**src/rtl/face_mux_arbiter.sv**
```systemverilog
// Round-robin arbiter that shares the 2:1 face-nibble mux between the player-input
// path (requester 1) and the pattern-generator path (requester 2).
module face_mux_arbiter #(
    parameter int unsigned HOLD_CYCLES = 4
) (
    input  logic       clk,
    input  logic       rst,
    input  logic       req1,
    input  logic       req2,
    input  logic [3:0] in1,
    input  logic [3:0] in2,
    output logic       gnt1,
    output logic       gnt2,
    output logic       select,
    output logic [3:0] sel_data,
    output logic       data_valid,
    output logic       busy
);

    typedef enum logic [1:0] {
        IDLE = 2'd0,
        HOLD = 2'd1,
        GAP  = 2'd2
    } state_t;

    localparam logic [3:0] HOLD_MAX = 4'(HOLD_CYCLES);

    state_t     state_q, state_d;
    logic       owner_q, owner_d;         // 0 = requester 1, 1 = requester 2
    logic       last_q, last_d;           // same encoding as owner
    logic [3:0] cnt_q, cnt_d;
    logic       select_q, select_d;
    logic [3:0] sel_data_q, sel_data_d;
    logic       valid_q, valid_d;

    logic       choice;
    logic       owner_req;

    always_comb begin
        state_d    = state_q;
        owner_d    = owner_q;
        last_d     = last_q;
        cnt_d      = cnt_q;
        select_d   = select_q;
        sel_data_d = sel_data_q;
        valid_d    = 1'b0;
        choice     = 1'b0;
        owner_req  = owner_q ? req2 : req1;

        case (state_q)
            IDLE: begin
                if (req1 || req2) begin
                    // On a tie the requester that was not served last wins.
                    choice     = (req1 && req2) ? ~last_q : req2;
                    state_d    = HOLD;
                    owner_d    = choice;
                    last_d     = choice;
                    select_d   = choice;
                    cnt_d      = 4'd1;
                    sel_data_d = choice ? in2 : in1;
                    valid_d    = 1'b1;
                end
            end
            HOLD: begin
                if (!owner_req || (cnt_q == HOLD_MAX)) begin
                    state_d = GAP;
                end else begin
                    cnt_d = cnt_q + 4'd1;
                end
            end
            GAP: begin
                state_d = IDLE;
            end
            default: begin
                state_d = IDLE;
            end
        endcase
    end

    always_ff @(posedge clk) begin
        if (rst) begin
            state_q    <= IDLE;
            owner_q    <= 1'b0;
            last_q     <= 1'b1;   // pretend requester 2 went last so requester 1 wins the first tie
            cnt_q      <= 4'd0;
            select_q   <= 1'b0;
            sel_data_q <= 4'd0;
            valid_q    <= 1'b0;
        end else begin
            state_q    <= state_d;
            owner_q    <= owner_d;
            last_q     <= last_d;
            cnt_q      <= cnt_d;
            select_q   <= select_d;
            sel_data_q <= sel_data_d;
            valid_q    <= valid_d;
        end
    end

    assign gnt1       = (state_q == HOLD) && !owner_q;
    assign gnt2       = (state_q == HOLD) && owner_q;
    assign select     = select_q;
    assign sel_data   = sel_data_q;
    assign data_valid = valid_q;
    assign busy       = (state_q != IDLE);

endmodule

```
**config.mk**
```make
export PLATFORM = sky130hd
export DESIGN_NAME = face_mux_arbiter
export DESIGN_NICKNAME = d
export VERILOG_FILES = /design/src/rtl/face_mux_arbiter.sv
export SDC_FILE = /design/constraint.sdc
export NUM_CORES = 1
export LEC_CHECK = 0
export BUFFER_PORTS_ARGS = -buffer_cell sky130_fd_sc_hd__buf_2
export CORE_ASPECT_RATIO = 0.8
export CORE_MARGIN = 2
export CORE_UTILIZATION = 38
export CTS_BUF_LIST = sky130_fd_sc_hd__clkbuf_8
export CTS_CLUSTER_DIAMETER = 120
export DETAILED_ROUTE_END_ITERATION = 8
export PLACE_DENSITY_LB_ADDON = 0.2
export REMOVE_ABC_BUFFERS = 1
export SLEW_MARGIN = 20
export SYNTH_ARGS = -nofsm -noshare
export SYNTH_HDL_FRONTEND = slang
export SYNTH_SLANG_ARGS = --single-unit
```
**constraint.sdc**
```tcl
create_clock -name clk -period 1.3 [get_ports clk]
set_input_delay 0.195 -clock clk [delete_from_list [all_inputs] [get_ports clk]]
set_output_delay 0.195 -clock clk [all_outputs]
set_load 0.005 [all_outputs]
```
==> impl_metrics.ini <==
[status]
run_status = finished clean

[clocking]
clk_path_buf_depth = 2
hold_buffers = 0
htreeDepth = 1
cts_inserted_buffers = 3
worstSkewPairLatency_ps = 240
clock_sinks = 13
cts_tree = built
ctsRootBufferMaster = sky130_fd_sc_hd__clkbuf_8
clk_pin_slew_worst_paths_ps = 60

[global_routing]
first_global_vias = 583
wire_length_of_the_first_global_routing_pass_um = 2750
grt_util_met2 = 0.237
pin_count_of_the_biggest_net_entering_global_routing = 17
antenna_found_initial = 0
grt_most_used_layer = met1
met1_track_utilization_from_global_routing = 0.237
global_routing_usage_on_met3 = 0.0517
grt_util_all_layers = 0.165
grt_overflow = 0

[critical_path]
timing.rr.end = cnt_q[0]
crit_path_category = register to register
worst_setup_path_start_kind = register
timing.critical_path.to_type = register
worst_setup_path_endpoint = cnt_q[0]
reg2reg_setup_slack_ps = 30
cp_max_fo = 6
r2r-start = cnt_q[1]
worst_ep_required_time_ps = 1440
rr_worst_depth = 5
worst_ep_arrival_time_ps = 1410
cp-startpoint = cnt_q[1]

[synth]
synth_top_area_cell = sky130_fd_sc_hd__dfxtp_1
synth-warning-count = 0
yosysUniqueCellTypes = 33
yosysSeqAreaShare = 0.353
synth_top_area_share = 0.353
synth-seq-cells = 13
mappedNetlistArea_um2 = 737
synth.top_cells.by_area = sky130_fd_sc_hd__dfxtp_1 35%, sky130_fd_sc_hd__mux2i_1 8.1%, sky130_fd_sc_hd__a211oi_2 6.8%
avgSynthCellArea_um2 = 9.45
netlist_instances = 78

[sta]
timing.final.crit_share = 0.978
worst_slew_margin_rel = 0.754
hold_viol_final = 0
final_count_of_negative_setup_slack_endpoints = 0
timing.final.max_slew_violations = 0
finClkSkew_ps = 4.97
final.hold.worst_slack_ps = 322
setup_repair_after_global_routing_missed_its_margin = true
maxClockFrequency_ghz = 0.786
max_slew.worst_pin.slew_ps = 367
min_tclk_post_route_ps = 1270

[cells_and_area]
nFillCells = 179
stdcell_area_um2 = 988
number_of_inserted_diodes = 0
flow.area_growth_from_synthesis_pct = 34.1
design.final.nets = 123
post_route_cells_drive_above_1_share = 0.435

[power_and_ir_drop]
post-layout-total-power_mw = 1.07
cellPowerDensity_nw_per_um2 = 1080
internal_power_mw = 0.765
swShare = 0.283
share_comb_of_total_power = 0.238
sequentialPowerShare = 0.425
switching_power_mw = 0.302
vdd_drop_max_v = 0.000742
clkPwrFrac = 0.337
cellLeakagePower_nw = 0.444

[floorplanning]
core_area_um2 = 1860
num_rows = 14
die-height_um = 43.4
dieWidth_um = 53.2
start_util = 0.397
fp.dieArea_um2 = 2310
pin_count = 21

[route]
first_iter_violations = 11
drc = 0
route.vias.total = 692
wl_um = 1690
vias_per_cell = 5.24
residual_antenna_violating_net_count_after_detailed_routing = 0
drt_pre_antenna_iters = 4
avgRoutedWirePerCell_um = 12.8

[placement]
io_buffer_count = 20
postPlaceCellArea_um2 = 902
gp_weighted_congestion = 0.823
dp_hpwl_um = 1190

[hold_path]
hold_class = input pin to register

[run]
maxCapViolations = 0
power by group through the flow:
stage                     clock network, mW  logic, mW  registers (mW)
after floorplan                           0      0.129           0.469
after global placement                    0      0.241           0.459
after detailed placement                  0      0.242           0.461
after CTS                             0.365      0.248           0.452
after global routing                  0.393      0.281           0.458
final                                 0.360      0.254           0.454
stage by stage:
stage	util	worst slack (ps)	setup TNS (ps)	instances
2_1_floorplan	-	50.1	0	76
3_3_place_gp	0.486	81.7	0	126
3_5_place_dp	0.486	20.7	0	126
4_1_cts	0.522	10.5	0	132
5_1_grt	0.532	-18.8	-39.6	132
6_report	0.532	28.5	0	132
how the worst min path moves through the flow:
stage                     depth (start not counted)         from           to
after global placement                            2  sel_data[0]  sel_data[0]
after global routing                              3       in1[3]  sel_data[3]
after detailed placement                          2  sel_data[3]  sel_data[3]
final                                             3       in1[3]  sel_data[3]
after CTS                                         3       in1[3]  sel_data[3]
after floorplan                                   1          rst  sel_data[0]
routing by layer:
layer	up-vias	share of wire
met5	-	0
met4	0	0
met3	0	0.063
met2	22	0.45
met1	324	0.49
li1	346	-
cell usage after synthesis, drive strengths merged:
master and instances:
mux2i 6, a21oi 7, a2bb2oi 1, nand2 5, o211a 1, o211ai 1
nor2b 3, buf 2, a211oi 5, ha 2, nor2 5, nand3 1
o21ai 2, nand3b 3, dfxtp 13, and4b 1, nor4b 1, a221o 1
o21bai 1, inv 5, nand4 1, nor3 2, a21boi 1, nand2b 1
mux2 1, or2 1, a211o 2, nor3b 1, and3 2
area by class of cell:
cell class / instances / area, um2 / area share
Tap cell: 24 / 30.0 / 0.0304
Clock inverter: 1 / 3.75 / 0.00380
Sequential cell: 13 / 264 / 0.267
Multi-Input combinational cell: 58 / 467 / 0.472
Inverter: 5 / 18.8 / 0.0190
Timing Repair Buffer: 28 / 164 / 0.166
Clock buffer: 3 / 41.3 / 0.0418
worst max-delay path, cell delays in order (launching register included):
cell,delay [ps]
sky130_fd_sc_hd__dfxtp_2,330
sky130_fd_sc_hd__inv_1,70
sky130_fd_sc_hd__ha_1,130
sky130_fd_sc_hd__nand3b_1,190
sky130_fd_sc_hd__a211o_1,320
sky130_fd_sc_hd__o211a_1,120
flip-flops by register name, indices dropped and copies added, names as in the netlist:
name,count
cnt_q,4
sel_data,4
state_q,2
data_valid,1
last_q,1
select,1
cells by family after synthesis:
logic type,count (synthesis),synth area share
fa+ha+maj,2,0.0340
simple gates,27,0.224
buf+inv,7,0.0391
flops,13,0.353
compound gates,22,0.248
mux,7,0.102
cell usage in the layout (no fill, tap or decap), types with 2 or more instances in the layout:
cell / instances
sky130_fd_sc_hd__nand3b_1: 3
sky130_fd_sc_hd__a21oi_1: 7
sky130_fd_sc_hd__nor2_1: 3
sky130_fd_sc_hd__ha_1: 2
sky130_fd_sc_hd__mux2i_1: 6
sky130_fd_sc_hd__nor3_1: 2
sky130_fd_sc_hd__o21ai_0: 2
sky130_fd_sc_hd__dfxtp_2: 3
sky130_fd_sc_hd__buf_2: 20
sky130_fd_sc_hd__inv_1: 6
sky130_fd_sc_hd__nor2b_1: 3
sky130_fd_sc_hd__dfxtp_1: 10
sky130_fd_sc_hd__a211oi_2: 4
sky130_fd_sc_hd__a211o_1: 2
sky130_fd_sc_hd__clkbuf_8: 3
sky130_fd_sc_hd__nand2_1: 5
sky130_fd_sc_hd__buf_4: 7
repair_timing:
action,CTS,global route
buffers inserted,2,0
pin swaps,0,2
resized for setup,1,6
setup endpoints to repair,2,5
No activity file was read; power rests on OpenSTA's default activity.
